<file path="src/rtl/axil_pkg.sv">
// Shared AXI4-Lite definitions.
//   resp_t           : AXI response codes carried on bresp/rresp and reported on rsp_resp.
//   axil_mst_state_t : state encoding of the axil_master transaction FSM.
package axil_pkg;

  typedef enum logic [1:0] {
    OKAY   = 2'b00,
    EXOKAY = 2'b01,
    SLVERR = 2'b10,
    DECERR = 2'b11
  } resp_t;

  // Fixed encodings keep the state values stable for anything that decodes them externally.
  typedef enum logic [2:0] {
    StIdle = 3'd0,  // waiting for a command
    StWr   = 3'd1,  // AW and W in flight
    StWb   = 3'd2,  // waiting for B
    StRa   = 3'd3,  // AR in flight
    StRd   = 3'd4,  // waiting for R
    StRsp  = 3'd5   // presenting the response
  } axil_mst_state_t;

endpackage

</file>
<file path="src/rtl/axil_master.sv">
// AXI4-Lite initiator. Turns a single-beat command/response handshake into one AXI-Lite
// read or write transaction at a time. Every output is driven straight from a register.
//
// Ports:
//   clk, rst                        clock (rising edge), asynchronous active-high reset
//   cmd_valid/cmd_ready             command handshake
//   cmd_write, cmd_addr,
//   cmd_wdata, cmd_wstrb            command payload (wdata/wstrb ignored for reads)
//   rsp_valid/rsp_ready             response handshake
//   rsp_write, rsp_rdata, rsp_resp  response payload (rdata is 0 for writes and timeouts)
//   aw*, w*, b*, ar*, r*            AXI4-Lite initiator channels
//
// Parameters:
//   ADDR_WIDTH  byte-address width
//   DATA_WIDTH  data width, a multiple of 8
//   TIMEOUT     cycles allowed per AXI handshake before giving up with SLVERR; 0 disables
module axil_master
  import axil_pkg::*;
#(
  parameter int unsigned ADDR_WIDTH = 8,
  parameter int unsigned DATA_WIDTH = 32,
  parameter int unsigned TIMEOUT    = 256
) (
  input  logic                    clk,
  input  logic                    rst,
  // command side
  input  logic                    cmd_valid,
  output logic                    cmd_ready,
  input  logic                    cmd_write,
  input  logic [ADDR_WIDTH-1:0]   cmd_addr,
  input  logic [DATA_WIDTH-1:0]   cmd_wdata,
  input  logic [DATA_WIDTH/8-1:0] cmd_wstrb,
  // response side
  output logic                    rsp_valid,
  input  logic                    rsp_ready,
  output logic                    rsp_write,
  output logic [DATA_WIDTH-1:0]   rsp_rdata,
  output logic [1:0]              rsp_resp,
  // AXI4-Lite write address
  output logic [ADDR_WIDTH-1:0]   awaddr,
  output logic                    awvalid,
  input  logic                    awready,
  // AXI4-Lite write data
  output logic [DATA_WIDTH-1:0]   wdata,
  output logic [DATA_WIDTH/8-1:0] wstrb,
  output logic                    wvalid,
  input  logic                    wready,
  // AXI4-Lite write response
  input  logic [1:0]              bresp,
  input  logic                    bvalid,
  output logic                    bready,
  // AXI4-Lite read address
  output logic [ADDR_WIDTH-1:0]   araddr,
  output logic                    arvalid,
  input  logic                    arready,
  // AXI4-Lite read data
  input  logic [DATA_WIDTH-1:0]   rdata,
  input  logic [1:0]              rresp,
  input  logic                    rvalid,
  output logic                    rready
);

  localparam int unsigned STRB_WIDTH = DATA_WIDTH / 8;
  localparam int unsigned TIMER_W    = (TIMEOUT > 0) ? $clog2(TIMEOUT + 1) : 1;
  localparam logic [TIMER_W-1:0] TIMER_MAX = TIMER_W'(TIMEOUT);
  localparam logic [TIMER_W-1:0] TIMER_ONE = TIMER_W'(1);

  axil_mst_state_t state_q, state_d;

  logic                  cmd_ready_q, cmd_ready_d;
  logic                  write_q, write_d;
  logic [ADDR_WIDTH-1:0] awaddr_q, awaddr_d;
  logic                  awvalid_q, awvalid_d;
  logic [DATA_WIDTH-1:0] wdata_q, wdata_d;
  logic [STRB_WIDTH-1:0] wstrb_q, wstrb_d;
  logic                  wvalid_q, wvalid_d;
  logic                  bready_q, bready_d;
  logic [ADDR_WIDTH-1:0] araddr_q, araddr_d;
  logic                  arvalid_q, arvalid_d;
  logic                  rready_q, rready_d;
  logic                  aw_done_q, aw_done_d;
  logic                  w_done_q, w_done_d;
  logic                  rsp_valid_q, rsp_valid_d;
  logic                  rsp_write_q, rsp_write_d;
  logic [DATA_WIDTH-1:0] rsp_rdata_q, rsp_rdata_d;
  resp_t                 rsp_resp_q, rsp_resp_d;
  logic [TIMER_W-1:0]    timer_q, timer_d;

  logic aw_hs, w_hs, b_hs, ar_hs, r_hs, cmd_hs, rsp_hs;
  logic timed_out;
  logic abort;

  assign aw_hs  = awvalid_q & awready;
  assign w_hs   = wvalid_q & wready;
  assign b_hs   = bvalid & bready_q;
  assign ar_hs  = arvalid_q & arready;
  assign r_hs   = rvalid & rready_q;
  assign cmd_hs = cmd_valid & cmd_ready_q;
  assign rsp_hs = rsp_valid_q & rsp_ready;

  // The timer is reloaded to 1 on entry to a waiting state, so it equals the number of
  // cycles spent waiting and expiry fires on the TIMEOUT-th cycle.
  assign timed_out = (TIMEOUT != 0) && (timer_q == TIMER_MAX);

  always_comb begin
    state_d     = state_q;
    cmd_ready_d = cmd_ready_q;
    write_d     = write_q;
    awaddr_d    = awaddr_q;
    awvalid_d   = awvalid_q;
    wdata_d     = wdata_q;
    wstrb_d     = wstrb_q;
    wvalid_d    = wvalid_q;
    bready_d    = bready_q;
    araddr_d    = araddr_q;
    arvalid_d   = arvalid_q;
    rready_d    = rready_q;
    aw_done_d   = aw_done_q;
    w_done_d    = w_done_q;
    rsp_valid_d = rsp_valid_q;
    rsp_write_d = rsp_write_q;
    rsp_rdata_d = rsp_rdata_q;
    rsp_resp_d  = rsp_resp_q;
    abort       = 1'b0;

    timer_d = timer_q;
    if ((TIMEOUT != 0) && (timer_q != TIMER_MAX)) begin
      timer_d = timer_q + TIMER_ONE;
    end

    unique case (state_q)
      StIdle: begin
        // Beats left over from an abandoned transaction are taken with a one-cycle ready
        // pulse; the responder holds valid until then, so the pulse always completes.
        bready_d = bvalid & ~bready_q;
        rready_d = rvalid & ~rready_q;
        if (cmd_hs) begin
          cmd_ready_d = 1'b0;
          write_d     = cmd_write;
          awaddr_d    = cmd_addr;
          araddr_d    = cmd_addr;
          wdata_d     = cmd_wdata;
          wstrb_d     = cmd_wstrb;
          timer_d     = TIMER_ONE;
          if (cmd_write) begin
            state_d   = StWr;
            awvalid_d = 1'b1;
            wvalid_d  = 1'b1;
            aw_done_d = 1'b0;
            w_done_d  = 1'b0;
          end else begin
            state_d   = StRa;
            arvalid_d = 1'b1;
          end
        end
      end

      StWr: begin
        // Ends any drain pulse that was started on the command cycle.
        bready_d = 1'b0;
        rready_d = 1'b0;
        if (aw_hs) begin
          awvalid_d = 1'b0;
          aw_done_d = 1'b1;
          timer_d   = TIMER_ONE;
        end
        if (w_hs) begin
          wvalid_d = 1'b0;
          w_done_d = 1'b1;
          timer_d  = TIMER_ONE;
        end
        if ((aw_done_q | aw_hs) && (w_done_q | w_hs)) begin
          state_d  = StWb;
          bready_d = 1'b1;
          timer_d  = TIMER_ONE;
        end else if (timed_out && !aw_hs && !w_hs) begin
          abort = 1'b1;
        end
      end

      StWb: begin
        if (b_hs) begin
          bready_d    = 1'b0;
          state_d     = StRsp;
          rsp_valid_d = 1'b1;
          rsp_write_d = 1'b1;
          rsp_rdata_d = '0;
          rsp_resp_d  = resp_t'(bresp);
        end else if (timed_out) begin
          abort = 1'b1;
        end
      end

      StRa: begin
        bready_d = 1'b0;
        rready_d = 1'b0;
        if (ar_hs) begin
          arvalid_d = 1'b0;
          rready_d  = 1'b1;
          state_d   = StRd;
          timer_d   = TIMER_ONE;
        end else if (timed_out) begin
          abort = 1'b1;
        end
      end

      StRd: begin
        if (r_hs) begin
          rready_d    = 1'b0;
          state_d     = StRsp;
          rsp_valid_d = 1'b1;
          rsp_write_d = 1'b0;
          rsp_rdata_d = rdata;
          rsp_resp_d  = resp_t'(rresp);
        end else if (timed_out) begin
          abort = 1'b1;
        end
      end

      StRsp: begin
        // cmd_ready rises only after the response handshake, so a command can never be
        // taken in the same cycle.
        if (rsp_hs) begin
          rsp_valid_d = 1'b0;
          cmd_ready_d = 1'b1;
          state_d     = StIdle;
        end
      end

      default: begin
        state_d     = StIdle;
        cmd_ready_d = 1'b1;
        awvalid_d   = 1'b0;
        wvalid_d    = 1'b0;
        bready_d    = 1'b0;
        arvalid_d   = 1'b0;
        rready_d    = 1'b0;
        rsp_valid_d = 1'b0;
      end
    endcase

    // A stuck responder: give up on the channel and report SLVERR.
    if (abort) begin
      awvalid_d   = 1'b0;
      wvalid_d    = 1'b0;
      bready_d    = 1'b0;
      arvalid_d   = 1'b0;
      rready_d    = 1'b0;
      state_d     = StRsp;
      rsp_valid_d = 1'b1;
      rsp_write_d = write_q;
      rsp_rdata_d = '0;
      rsp_resp_d  = SLVERR;
    end
  end

  always_ff @(posedge clk or posedge rst) begin
    if (rst) begin
      state_q     <= StIdle;
      cmd_ready_q <= 1'b1;
      write_q     <= 1'b0;
      awaddr_q    <= '0;
      awvalid_q   <= 1'b0;
      wdata_q     <= '0;
      wstrb_q     <= '0;
      wvalid_q    <= 1'b0;
      bready_q    <= 1'b0;
      araddr_q    <= '0;
      arvalid_q   <= 1'b0;
      rready_q    <= 1'b0;
      aw_done_q   <= 1'b0;
      w_done_q    <= 1'b0;
      rsp_valid_q <= 1'b0;
      rsp_write_q <= 1'b0;
      rsp_rdata_q <= '0;
      rsp_resp_q  <= OKAY;
      timer_q     <= '0;
    end else begin
      state_q     <= state_d;
      cmd_ready_q <= cmd_ready_d;
      write_q     <= write_d;
      awaddr_q    <= awaddr_d;
      awvalid_q   <= awvalid_d;
      wdata_q     <= wdata_d;
      wstrb_q     <= wstrb_d;
      wvalid_q    <= wvalid_d;
      bready_q    <= bready_d;
      araddr_q    <= araddr_d;
      arvalid_q   <= arvalid_d;
      rready_q    <= rready_d;
      aw_done_q   <= aw_done_d;
      w_done_q    <= w_done_d;
      rsp_valid_q <= rsp_valid_d;
      rsp_write_q <= rsp_write_d;
      rsp_rdata_q <= rsp_rdata_d;
      rsp_resp_q  <= rsp_resp_d;
      timer_q     <= timer_d;
    end
  end

  assign cmd_ready = cmd_ready_q;
  assign rsp_valid = rsp_valid_q;
  assign rsp_write = rsp_write_q;
  assign rsp_rdata = rsp_rdata_q;
  assign rsp_resp  = rsp_resp_q;
  assign awaddr    = awaddr_q;
  assign awvalid   = awvalid_q;
  assign wdata     = wdata_q;
  assign wstrb     = wstrb_q;
  assign wvalid    = wvalid_q;
  assign bready    = bready_q;
  assign araddr    = araddr_q;
  assign arvalid   = arvalid_q;
  assign rready    = rready_q;

endmodule

</file>
<file path="config.mk">
export PLATFORM = sky130hd
export DESIGN_NAME = axil_master
export DESIGN_NICKNAME = d
export VERILOG_FILES = /design/src/rtl/axil_pkg.sv /design/src/rtl/axil_master.sv
export SDC_FILE = /design/constraint.sdc
export NUM_CORES = 1
export LEC_CHECK = 0
export CORE_AREA = 2 2 114 116
export DETAILED_ROUTE_END_ITERATION = 8
export DIE_AREA = 0 0 116 118
export PLACE_DENSITY = 0.83
export RECOVER_POWER = 25
export SLEW_MARGIN = 20
export SYNTH_ARGS = -nofsm -noshare
export SYNTH_HDL_FRONTEND = slang
export SYNTH_SLANG_ARGS = --single-unit
</file>
<file path="constraint.sdc">
create_clock -name clk -period 3 [get_ports clk]
set_clock_uncertainty 0.2 [all_clocks]
set_input_delay 0.3 -clock clk [delete_from_list [all_inputs] [get_ports clk]]
set_output_delay 0.3 -clock clk [all_outputs]
set_load 0.02 [all_outputs]
</file>
==> results of run 1 <==
## stage by stage
step | area (um2) | power [W] | instances
5_1_grt | 6870 | 0.00730 | 770
4_1_cts | 6870 | 0.00693 | 770
2_1_floorplan | 4640 | 0.00435 | 423
3_5_place_dp | 6600 | 0.00582 | 754
6_report | 6870 | 0.00687 | 770
3_3_place_gp | 6600 | 0.00570 | 754
## sequential cells by signal, indices dropped and copies added (netlist names), 2 cells and up
signal	count
rsp_rdata	32
wdata	32
timer_q	9
araddr	8
wstrb	4
state_q	3
rsp_resp	2
## layout make-up
| class | instances | area (um2) | share of cell area [%] |
|---|---|---|---|
| clock buffers | 13 | 250 | 3.64 |
| clock inverters | 3 | 21.3 | 0.310 |
| inverters | 9 | 35.0 | 0.510 |
| multi-input cells | 281 | 1880 | 27.3 |
| flip-flops and latches | 101 | 2530 | 36.8 |
| well taps | 172 | 215 | 3.13 |
| repair buffers | 191 | 1940 | 28.3 |
## cells in the mapped netlist, types with 3 or more instances
library cell	count	share of area, %
sky130_fd_sc_hd__nor2b_1	3	0.40
sky130_fd_sc_hd__mux2i_1	3	0.65
sky130_fd_sc_hd__inv_1	9	0.73
sky130_fd_sc_hd__nor2_1	21	1.7
sky130_fd_sc_hd__nand3_1	41	4.4
sky130_fd_sc_hd__xor2_1	6	1.1
sky130_fd_sc_hd__clkbuf_1	7	0.57
sky130_fd_sc_hd__a21oi_1	43	4.6
sky130_fd_sc_hd__buf_2	6	0.65
sky130_fd_sc_hd__nand2_1	52	4.2
sky130_fd_sc_hd__nand4_1	3	0.40
sky130_fd_sc_hd__nand2b_1	3	0.40
sky130_fd_sc_hd__mux2_2	44	11
sky130_fd_sc_hd__and3_1	3	0.40
sky130_fd_sc_hd__ha_1	5	1.3
sky130_fd_sc_hd__buf_4	17	2.8
sky130_fd_sc_hd__dfrtp_1	100	54
sky130_fd_sc_hd__nor3_1	3	0.32
sky130_fd_sc_hd__o21ai_0	9	0.97
## cells by family (layout without fill, tap and decap cells)
group / count (synthesis) / after routing / share of synthesized area, %
and+or+nand+nor: 144 / 144 / 15.3
muxes: 47 / 47 / 11.3
buffers and inverters: 41 / 216 / 5.18
adders and majority gates: 5 / 5 / 1.35
xor gates and xnor gates: 8 / 8 / 1.51
DFF: 101 / 101 / 54.5
AOI/OAI and AO/OA: 77 / 77 / 10.8
## per-layer routing
metal / part of all wire (%) / vias up / wire length, um / GRT usage, %
met2: 48 / 214 / 5860 / 29.7
li1: - / 1806 / - / -
met1: 40 / 1855 / 4980 / 23.2
met4: 2.4 / 0 / 291 / 6.92
met5: 0 / - / 0 / 0
met3: 9.7 / 31 / 1190 / 5.87
## worst paths after layout
| path | endpoint | slack [ns] | cells after the start |
|---|---|---|---|
| worst max-delay path | rsp_resp[1] | 0.52 | 6 |
| worst min-delay path | rsp_resp[1] | 0.30 | 1 |
| worst max register to register | rsp_resp[1] | 0.52 | 6 |
| worst min register to register | rsp_resp[1] | 0.30 | 1 |
| max in group asynchronous | rsp_rdata[6] | 1.21 | 3 |
| min in group asynchronous | rsp_rdata[21] | 0.60 | 2 |
## critical path: stages, from the launching register on
cell	delay, ns
sky130_fd_sc_hd__dfrtp_1	0.80
sky130_fd_sc_hd__nor2_2	0.19
sky130_fd_sc_hd__a32oi_4	0.38
sky130_fd_sc_hd__o31a_2	0.24
sky130_fd_sc_hd__nor2_4	0.07
sky130_fd_sc_hd__buf_12	0.18
sky130_fd_sc_hd__o31a_1	0.28
## power groups by stage
stage	Sequential [W]	Clock (W)	Combinational [W]
final	0.00235	0.00107	0.00344
after global placement	0.00233	0	0.00337
after floorplan	0.00282	0	0.00154
after CTS	0.00235	0.00111	0.00346
after detailed placement	0.00237	0	0.00345
after global routing	0.00244	0.00117	0.00369
==> results.txt, run 1 <==
- Outcome: finished, violations left
* Violations in the final reports: capacitance limit, slew limit
* Syn Area/Cell: 11.0 um2
- Register bit count reported by yosys: about 100
- Max-cap violation count: 1
* Setup Fix Bufs, Post-CTS: 0
* Hold buffer count at cts: 0
* Most common cell after layout, fill and taps aside: sky130_fd_sc_hd__clkdlybuf4s50_1
- Starting Density: 37.4%
- The worst register-to-register path begins at state_q[2].
- Flip-flop cell with the highest count after synthesis: sky130_fd_sc_hd__dfrtp_1
* Drt via density: just over 5
- Critical path class: flop to flop
- Leaving out fill and tap cells, the most frequent cells in the layout are sky130_fd_sc_hd__clkdlybuf4s50_1, sky130_fd_sc_hd__dfrtp_1, sky130_fd_sc_hd__nand2_1.
- Worst Hold Class: flop to flop
- Asr flop ratio synth: 100%
- Setup repair after global routing left no endpoint under its margin.
* Core Box Area: between 10000 and 15000 um2
- The congestion estimate from routability-driven global placement came to ~0.9.
* Clock tree from TritonCTS: done
- Peak VDD IR: ~0.5 mV
* Count of flip-flops with a built-in enable after synthesis: 0
- Required time reported for the critical path endpoint: a little over 3 ns
- The net count of the finished layout is approximately 690.
* Remaining antenna violation count: 0
* Lkg Pwr: 2.81 nW
* Final core utilization: 55.3%
- Clock period minus worst slack: ~2.5 ns
- Net switching share of the total power: 38.6%
* Total number of clock tree sinks: 101
- Gate power share: around half
- The share of total power dissipated in sequential elements is 34.3%.
- Across all setup checks in the final design, the least slack found is 0.517 ns.
- The final-report hold violation count is 0.
* Element type at the critical path start: flop
- Setup violations remaining at the end of the flow were counted as 0.
- Headroom to the max-slew limit came out at -6.57%.
- Along the worst path, the maximum fanout reaches 36.
- Slew of the pin with the lowest slew margin: about 1.6 ns
- Hold path startpoint: rsp_resp[1]
- Counting along the longest clock path gives a buffer depth of 2.
* Number of primary I/O pins: around 180
- The worst setup path is captured at a flop.
- Horizontal die dimension: 116 um
* Final max-slew violation count: 32
- Synth Instances: between 400 and 500
- DRC violation count after routing: 0
* Number of design-rule violations left by the first detailed-router iteration: approximately 210
- For the worst setup path, the data arrival time is 2.50 ns.
* Total of fill cells in the finished design: 1104
- GRT Overall Usage: 18.5%
* Post-CTS sizing: 0
- The repair_antennas step left the layout with diodes totalling 0.
- Timing analysis after detailed placement gives a worst setup slack of approximately 0.56 ns.
* Post-DP HPWL: 9040 um
- Entering global routing, the biggest net connects 47 pins.
- Library cells used by synthesis: 56
- Internal Dissipation: 0.00422 W
- Across all layers, the routed design uses 3906 vias.
- The first detailed-routing pass ran for 5 iterations.
* Summed negative setup slack over all endpoints: 0 ns
- The number of global-route vias before repair is ~4000.
- First-pass GRT wire length: about 20000 um
* Clock power share: around 16%
- Final clock period utilization by the worst path: ~83%
* Area Overhead vs Synth: 48.1%
- Routed Wire Length: around 12000 um
- Clock tree root driver cell: sky130_fd_sc_hd__clkbuf_16
- Detail-routed net length per standard cell: between 15 and 20 um
- Buffers placed on the I/O ports in this run total approximately 180.
- In this run the power spent charging and discharging nets is roughly 0.0026 W.
- H-Tree Depth: 3
- The total overflow left after global routing is 0.
* P per Cell Area: about 1000 nW/um2
* Row count: between 40 and 50
- WHS: 0.303 ns
- Height of the die: 118 um
* Achievable Freq: 403 MHz
- Net count of the mapped netlist: 518
- Antenna violations before repair: 0
- Cell area after technology mapping: ~4600 um2
* Clock Pin Slew Worst Setup and Hold Paths: approximately 0.060 ns
- Total of warnings raised by yosys: 0
- Layout cell share with drive strength beyond 1: 13.0%
* Share of the yosys chip area belonging to registers: a little over half
- The number of clock buffers added by TritonCTS is 9.
- DIE AREA: between 10000 and 15000 um2
- Clock latency of the later-clocked register in the worst-skew pair: ~0.34 ns
- Critical Path Start: state_q[2]
Note: power is estimated with default switching activity, not from simulation.
==> inputs of run 2 (changes only) <==
Clock period 3 ns to 2.05 ns, I/O delays scaled along.
==> results.txt, run 2 (synthesized netlist as in run 1, its figures left out) <==
* Drt via density: 4.99 (-1.7%)
- The clock latency at the later pin of the worst-skew pair came to 0.34 ns (about the same).
- The number of clock sinks is 101 (unchanged).
- The clock transition at the registers of the reported paths came to 0.07 ns (about the same).
- The number of buffers on the longest clock path was 2 (unchanged).
- The arrival time of the worst setup path came to 1.99 ns (-0.51 ns).
- The count of antenna diodes in the layout is 0 (unchanged).
* Final critical-path setup slack: 0.0768 ns (-0.440 ns)
* Starting Density: 37.4% (unchanged)
* Detail-routed net length per standard cell: 16.1 um (+0.35%)
- The floorplan die width is 116 um (unchanged).
- The number of fill cells in the layout came to 1039 (-5.9%).
- The initial antenna violation count was 0 (unchanged).
* Number of design-rule violations left by the first detailed-router iteration: 220 (+3.3%)
- The row count is 41 (unchanged).
- Routability cong.: 0.896 (-2.2%)
- The maximum level of the CTS H-tree is 3 (unchanged).
- The power density relative to cell area is 1460 nW/um2 (+46%).
- Core Box Area: 12400 um2 (unchanged)
- Number of global-route vias before repair: 4181 (+3.7%)
* Cell total after placement: 783 (+3.8%)
* Placed Instance Area: 6840 um2 (+3.7%)
- The final setup TNS came to 0 ns (unchanged).
* Critical Path Sink Type: flop
* Number of primary I/O pins: 184 (unchanged)
* Final max-slew violation count: 0 (-100%)
- Input/output buffers: 183 (unchanged)
* Most frequent cells in the layout: sky130_fd_sc_hd__clkdlybuf4s50_1, sky130_fd_sc_hd__dfrtp_1, sky130_fd_sc_hd__nand2_1
* Pre-Repair DR Iteration Count: 4 (-1)
- The total routing resource utilization after global routing came to 19.0% (+0.47 points).
* Max-cap violation count: 0 (-1)
- Inserted Clock Buffers: 9 (unchanged)
- Outcome: finished clean
- Post-Layout Cell Count: 806 (+4.7%)
* Unrepaired setup endpoints after global routing: true
- First-pass GRT wire length: 20600 um (+2.6%)
- The number of design rule violations left after detail routing came to 0 (unchanged).
- TritonCTS built the clock tree.
- The worst hold path belongs to the class primary input to async pin.
* Achievable Freq: 507 MHz (+26%)
- WHS: 0.216 ns (-0.0874 ns)
- The worst-case vdd ir drop was 0.873 mV (+73%).
- The critical path is of the flop to flop type.
- The biggest fanout along the worst timing path came to 7 (-81%).
- The leakage power was 3.04 nW (+8.1%).
- The proportion of layout cells with a drive suffix above 1 was 19.4% (+6.4 points).
- Required time reported for the critical path endpoint: 2.07 ns (-0.95 ns)
- Routed Wire Length: 12900 um (+5.0%)
- The library cell used most frequently in the layout, excluding fill and tap cells, is sky130_fd_sc_hd__clkdlybuf4s50_1.
* Clock period minus worst slack: 1.97 ns (-0.510 ns)
- Slew of the pin with the lowest slew margin: 1.09 ns (-0.501 ns)
- Post-DP HPWL: 9560 um (+5.8%)
* DIE AREA: 13700 um2 (unchanged)
- The final-report hold violation count was 0 (unchanged).
* Clock tree root driver cell: sky130_fd_sc_hd__clkbuf_16
- Setup violation total in the final timing report: 0 (unchanged)
- The final critical-path share of the clock period was 96.3% (+13 points).
- The number of nets in the final layout came to 724 (+5.2%).
- The count of nets left with antenna violations after detail routing is 0 (unchanged).
- STA classifies the critical path startpoint as a flop.
* Area Overhead vs Synth: 57.1%
- The tightest slew margin relative to the limit is 27.4% (+34 points).
- The number of hold buffers added after cts is 0 (unchanged).
- Post-Place Setup Slack: -0.153 ns (-0.714 ns)
- The pin count of the biggest net entering global routing is 58 (+23%).
- The height of the die is 118 um (unchanged).
- The cell area after layout is 7280 um2 (+6.1%).
- The residual overflow from global routing is 0 (unchanged).
- The number of vias in the routed layout was 4020 (+2.9%).
[run 2: repair_timing]
| action | in CTS | in global routing |
|---|---|---|
| endpoints found under the setup margin | 0 | 35 |
| setup buffers | 0 | 5 |
| resized for setup | 0 | 14 |
[run 2: final cells by class]
type                       instances  area (um2)  area share [%]
multi-input combinational        281        1890            26.0
timing repair buffer             227        2310            31.7
clock buffer                      11         243            3.33
sequential                       101        2530            34.8
tap                              172         215            2.95
inverter                           9        35.0           0.481
clock inverter                     5        57.6           0.790
[run 2: stage by stage]
stage	utilization [%]	total power, W
detailed placement	55.1	0.00886
CTS	57.5	0.0106
global route	58.7	0.0113
global placement	55.1	0.00869
finish	58.7	0.0106
floorplan	-	0.00637
[run 2: worst paths after layout]
check	startpoint	endpoint	slack, ns	cells past startpoint
setup reg to reg	state_q[1]	state_q[0]	0.08	6
hold / removal	rst	rsp_rdata[23]	0.22	3
max in group asynchronous	rst	wdata[27]	0.41	3
min in group clk	rdata[3]	rsp_rdata[3]	0.22	3
hold reg to reg	wdata[18]	wdata[18]	0.31	1
setup / recovery	state_q[1]	state_q[0]	0.08	6
[run 2: worst max-delay path, cell delays in order, from the launching register on]
cell and delay (ns):
sky130_fd_sc_hd__dfrtp_2 0.45, sky130_fd_sc_hd__buf_6 0.15, sky130_fd_sc_hd__a32oi_4 0.27, sky130_fd_sc_hd__o31a_2 0.22, sky130_fd_sc_hd__nor2_4 0.06, sky130_fd_sc_hd__buf_4 0.14
sky130_fd_sc_hd__or3b_1 0.36
[run 2: per-layer routing]
layer	global-route usage, %	wire length [um]
met1	23.1	5310
met4	6.32	238
met2	31.9	6370
met5	0	0
met3	5.56	1020
[run 2: report_power, final]
group          leakage (nW)  switching (W)  internal (W)
Clock                 0.150       0.000730      0.000983
Sequential             1.28       0.000553       0.00280
Combinational          1.61        0.00272       0.00286
Total                  3.04        0.00400       0.00664
==> inputs of run 3 (changes only) <==
Settings changed: CORE_AREA 2 2 114 116 to 2 2 113 115, DIE_AREA 0 0 116 118 to 0 0 115 117, PLACE_DENSITY 0.83 to not set, PLACE_DENSITY_LB_ADDON set to 0.12.
==> results.txt, run 3 (synthesized netlist as in run 1, its figures left out) <==
- Element type at the critical path start: flop
* Last element of the critical path: rsp_resp[0]
- The routed wirelength normalized by instance count is 17.2 um (+6.9%).
* Critical Path Start: state_q[1]
* Top routing layer used: met4
- Setup repair after global routing could not meet its margin everywhere.
- The count of port buffers added during placement is 183 (unchanged).
* Source of the worst register-to-register timing path: state_q[1]
- The overall die area came to 13500 um2 (-1.7%).
* Row count: 41 (unchanged)
- The total of max-cap violations was 0 (unchanged).
* Post-DP HPWL: 9620 um (+0.64%)
* Inserted Clock Buffers: 9 (unchanged)
* Layout cell share with drive strength beyond 1: 19.7% (+0.32 points)
- Maximum fanout along the worst path: 24 (+17)
- The routability congestion estimate from global placement was 0.925 (+3.3%).
* P per Cell Area: 1510 nW/um2 (+3.1%)
- Total number of clock tree sinks: 101 (unchanged)
* Outcome: finished clean
* Drt via density: 5.10 (+2.2%)
* Metal1 wirelength: 6010 um (+13%)
- Final max-slew violation count: 0 (unchanged)
- Critical Path Sink Type: flop
* Reg2reg path depth: 7 (+1)
* Peak VDD IR: 0.845 mV (-3.2%)
* Clk buf depth: 2 (unchanged)
- Remaining antenna violation count: 0 (unchanged)
* Clock Pin Slew Worst Setup and Hold Paths: 0.07 ns (about the same)
* Cell total after placement: 765 (-2.3%)
* Required time reported for the critical path endpoint: 2.08 ns (about the same)
- The count of antenna diodes in the layout came to 0 (unchanged).
- CTS placed an instance of sky130_fd_sc_hd__clkbuf_16 at the clock tree root.
* Pre-Repair DR Iteration Count: 4 (unchanged)
- The clock latency at the later pin of the worst-skew pair came to 0.35 ns (about the same).
- Summed negative setup slack over all endpoints: 0 ns (unchanged)
- The number of fill cells in the layout came to 1064 (+2.4%).
- Leaving out fill and tap cells, the most frequent cells in the layout are sky130_fd_sc_hd__clkdlybuf4s50_1, sky130_fd_sc_hd__dfrtp_1, sky130_fd_sc_hd__nand2_1.
* Residual overflow from global routing: 0 (unchanged)
- The number of design rule violations left after detail routing was 0 (unchanged).
- TritonCTS built the clock tree.
- Total count of hold-check failures in the final report: 0 (unchanged)
* Met3 wirelength from detailed routing: 985 um (-3.8%)
- Vias after detailed routing: 4021 (+0.025%)
- The path class of the tightest hold or removal check is primary input to async pin.
- GRT Overall Usage: 19.6% (+0.61 points)
- The final critical-path share of the clock period is 96.7% (+0.45 points).
* H-Tree Depth: 3 (unchanged)
- The multi-input combinational cell area came to 1890 um2 (unchanged).
- The shortest clock period the worst path allows after layout is 1.98 ns (+0.00921 ns).
* Starting Density: 37.7% (+0.31 points)
- The leakage power came to 3.06 nW (+0.87%).
- Most common cell after layout, fill and taps aside: sky130_fd_sc_hd__clkdlybuf4s50_1
- Internal reg-to-reg setup slack: 0.07 ns (about the same)
- The critical path is of the flop to flop type.
* Arrival time at the worst endpoint: 2.02 ns (+0.03 ns)
- Post-Layout Cell Count: 789 (-2.1%)
- The tightest slew margin relative to the limit was 53.4% (+26 points).
- Number of global-route vias before repair: 3993 (-4.5%)
* Height of the die: 117 um (-0.85%)
- Number of design-rule violations left by the first detailed-router iteration: 273 (+24%)
- The floorplan die width is 115 um (-0.86%).
- The initial antenna violation count is 0 (unchanged).
- Number of primary I/O pins: 184 (unchanged)
- The number of setup violations in the final report is 0 (unchanged).
* Met2 wirelength from detailed routing: 6310 um (-0.91%)
* Achievable Freq: 504 MHz (-0.46%)
- Routed Wire Length: 13500 um (+4.7%)
- Core Box Area: 12300 um2 (-0.83%)
- The synthesis-to-layout area growth came to 57.2% (about the same).
* NumNets Final: 729 (+0.69%)
* Slew of the pin with the lowest slew margin: 0.695 ns (-0.394 ns)
* First-pass GRT wire length: 20700 um (+0.40%)
- The worst register-to-register path ends at rsp_resp[0].
- The pin count of the biggest net entering global routing is 46 (-21%).
* Area taken by flip-flops and latches: 2530 um2 (about the same)
run 3: changes by cell type in the layout (fill, tap and decap cells not counted), moves of 2 or more:
cell                       change
sky130_fd_sc_hd__buf_8         -2
sky130_fd_sc_hd__buf_6         -2
sky130_fd_sc_hd__clkinv_2      -2
sky130_fd_sc_hd__clkbuf_2      +2
sky130_fd_sc_hd__buf_4         +7
run 3: per-layer routing:
metal | global-route usage, % | vias up
met3 | 4.22 | 14
met2 | 31.6 | 155
li1 | - | 1902
met4 | 6.59 | 0
met1 | 26.4 | 1950
met5 | 0 | -
run 3: how the worst min path moves through the flow:
stage	startpoint	slack (ns)	depth (start not counted)	to
floorplan	rdata[10]	0.15	2	rsp_rdata[10]
global placement	wstrb[2]	0.29	1	wstrb[2]
detailed placement	wdata[13]	0.29	1	wdata[13]
CTS	rst	0.02	2	rsp_rdata[23]
global route	rdata[23]	0.23	3	rsp_rdata[23]
finish	rst	0.17	2	rsp_rdata[16]
run 3: final cells by class:
type | instances | area share, %
Tap cell | 150 | 2.58
Timing Repair Buffer | 231 | 31.5
Inverter | 9 | 0.481
Sequential cell | 101 | 34.7
Clock inverter | 5 | 1.22
Clock buffer | 11 | 3.47
Multi-Input combinational cell | 282 | 26.0
run 3: worst max-delay path, cell delays in order, from the launching register on:
cell	delay [ns]
sky130_fd_sc_hd__dfrtp_2	0.48
sky130_fd_sc_hd__buf_4	0.17
sky130_fd_sc_hd__nor3b_4	0.22
sky130_fd_sc_hd__a32oi_4	0.10
sky130_fd_sc_hd__o31a_2	0.18
sky130_fd_sc_hd__nor2_4	0.24
sky130_fd_sc_hd__buf_12	0.20
sky130_fd_sc_hd__o22ai_1	0.08
run 3: where the power goes:
part / leakage [nW] / internal [W] / switching (W)
clock network: 0.168 / 0.00115 / 0.000776
registers: 1.28 / 0.00280 / 0.000548
logic: 1.62 / 0.00292 / 0.00279
run 3: per-stage QoR:
| stage | total power (W) | hold WS, ns | util, % | cell area, um2 | setup WS, ns |
|---|---|---|---|---|---|
| 3_3_place_gp | 0.00887 | 0.288 | 55.8 | 6870 | -0.0601 |
| 5_1_grt | 0.0116 | 0.226 | 59.2 | 7290 | -0.00898 |
| 3_5_place_dp | 0.00894 | 0.295 | 55.8 | 6870 | -0.0916 |
| 4_1_cts | 0.0109 | 0.0176 | 58.6 | 7210 | 0.0104 |
| 6_report | 0.0110 | 0.174 | 59.2 | 7290 | 0.0676 |
| 2_1_floorplan | 0.00637 | 0.149 | - | 4640 | 0.0878 |
run 3: what timing repair did:
action | in CTS | in global routing
setup buffers | 0 | 4
hold buffers | 0 | 0
endpoints found under the setup margin | 39 | 83
pin swaps | 0 | 2
cloned | 0 | 4
resized for setup | 1 | 3
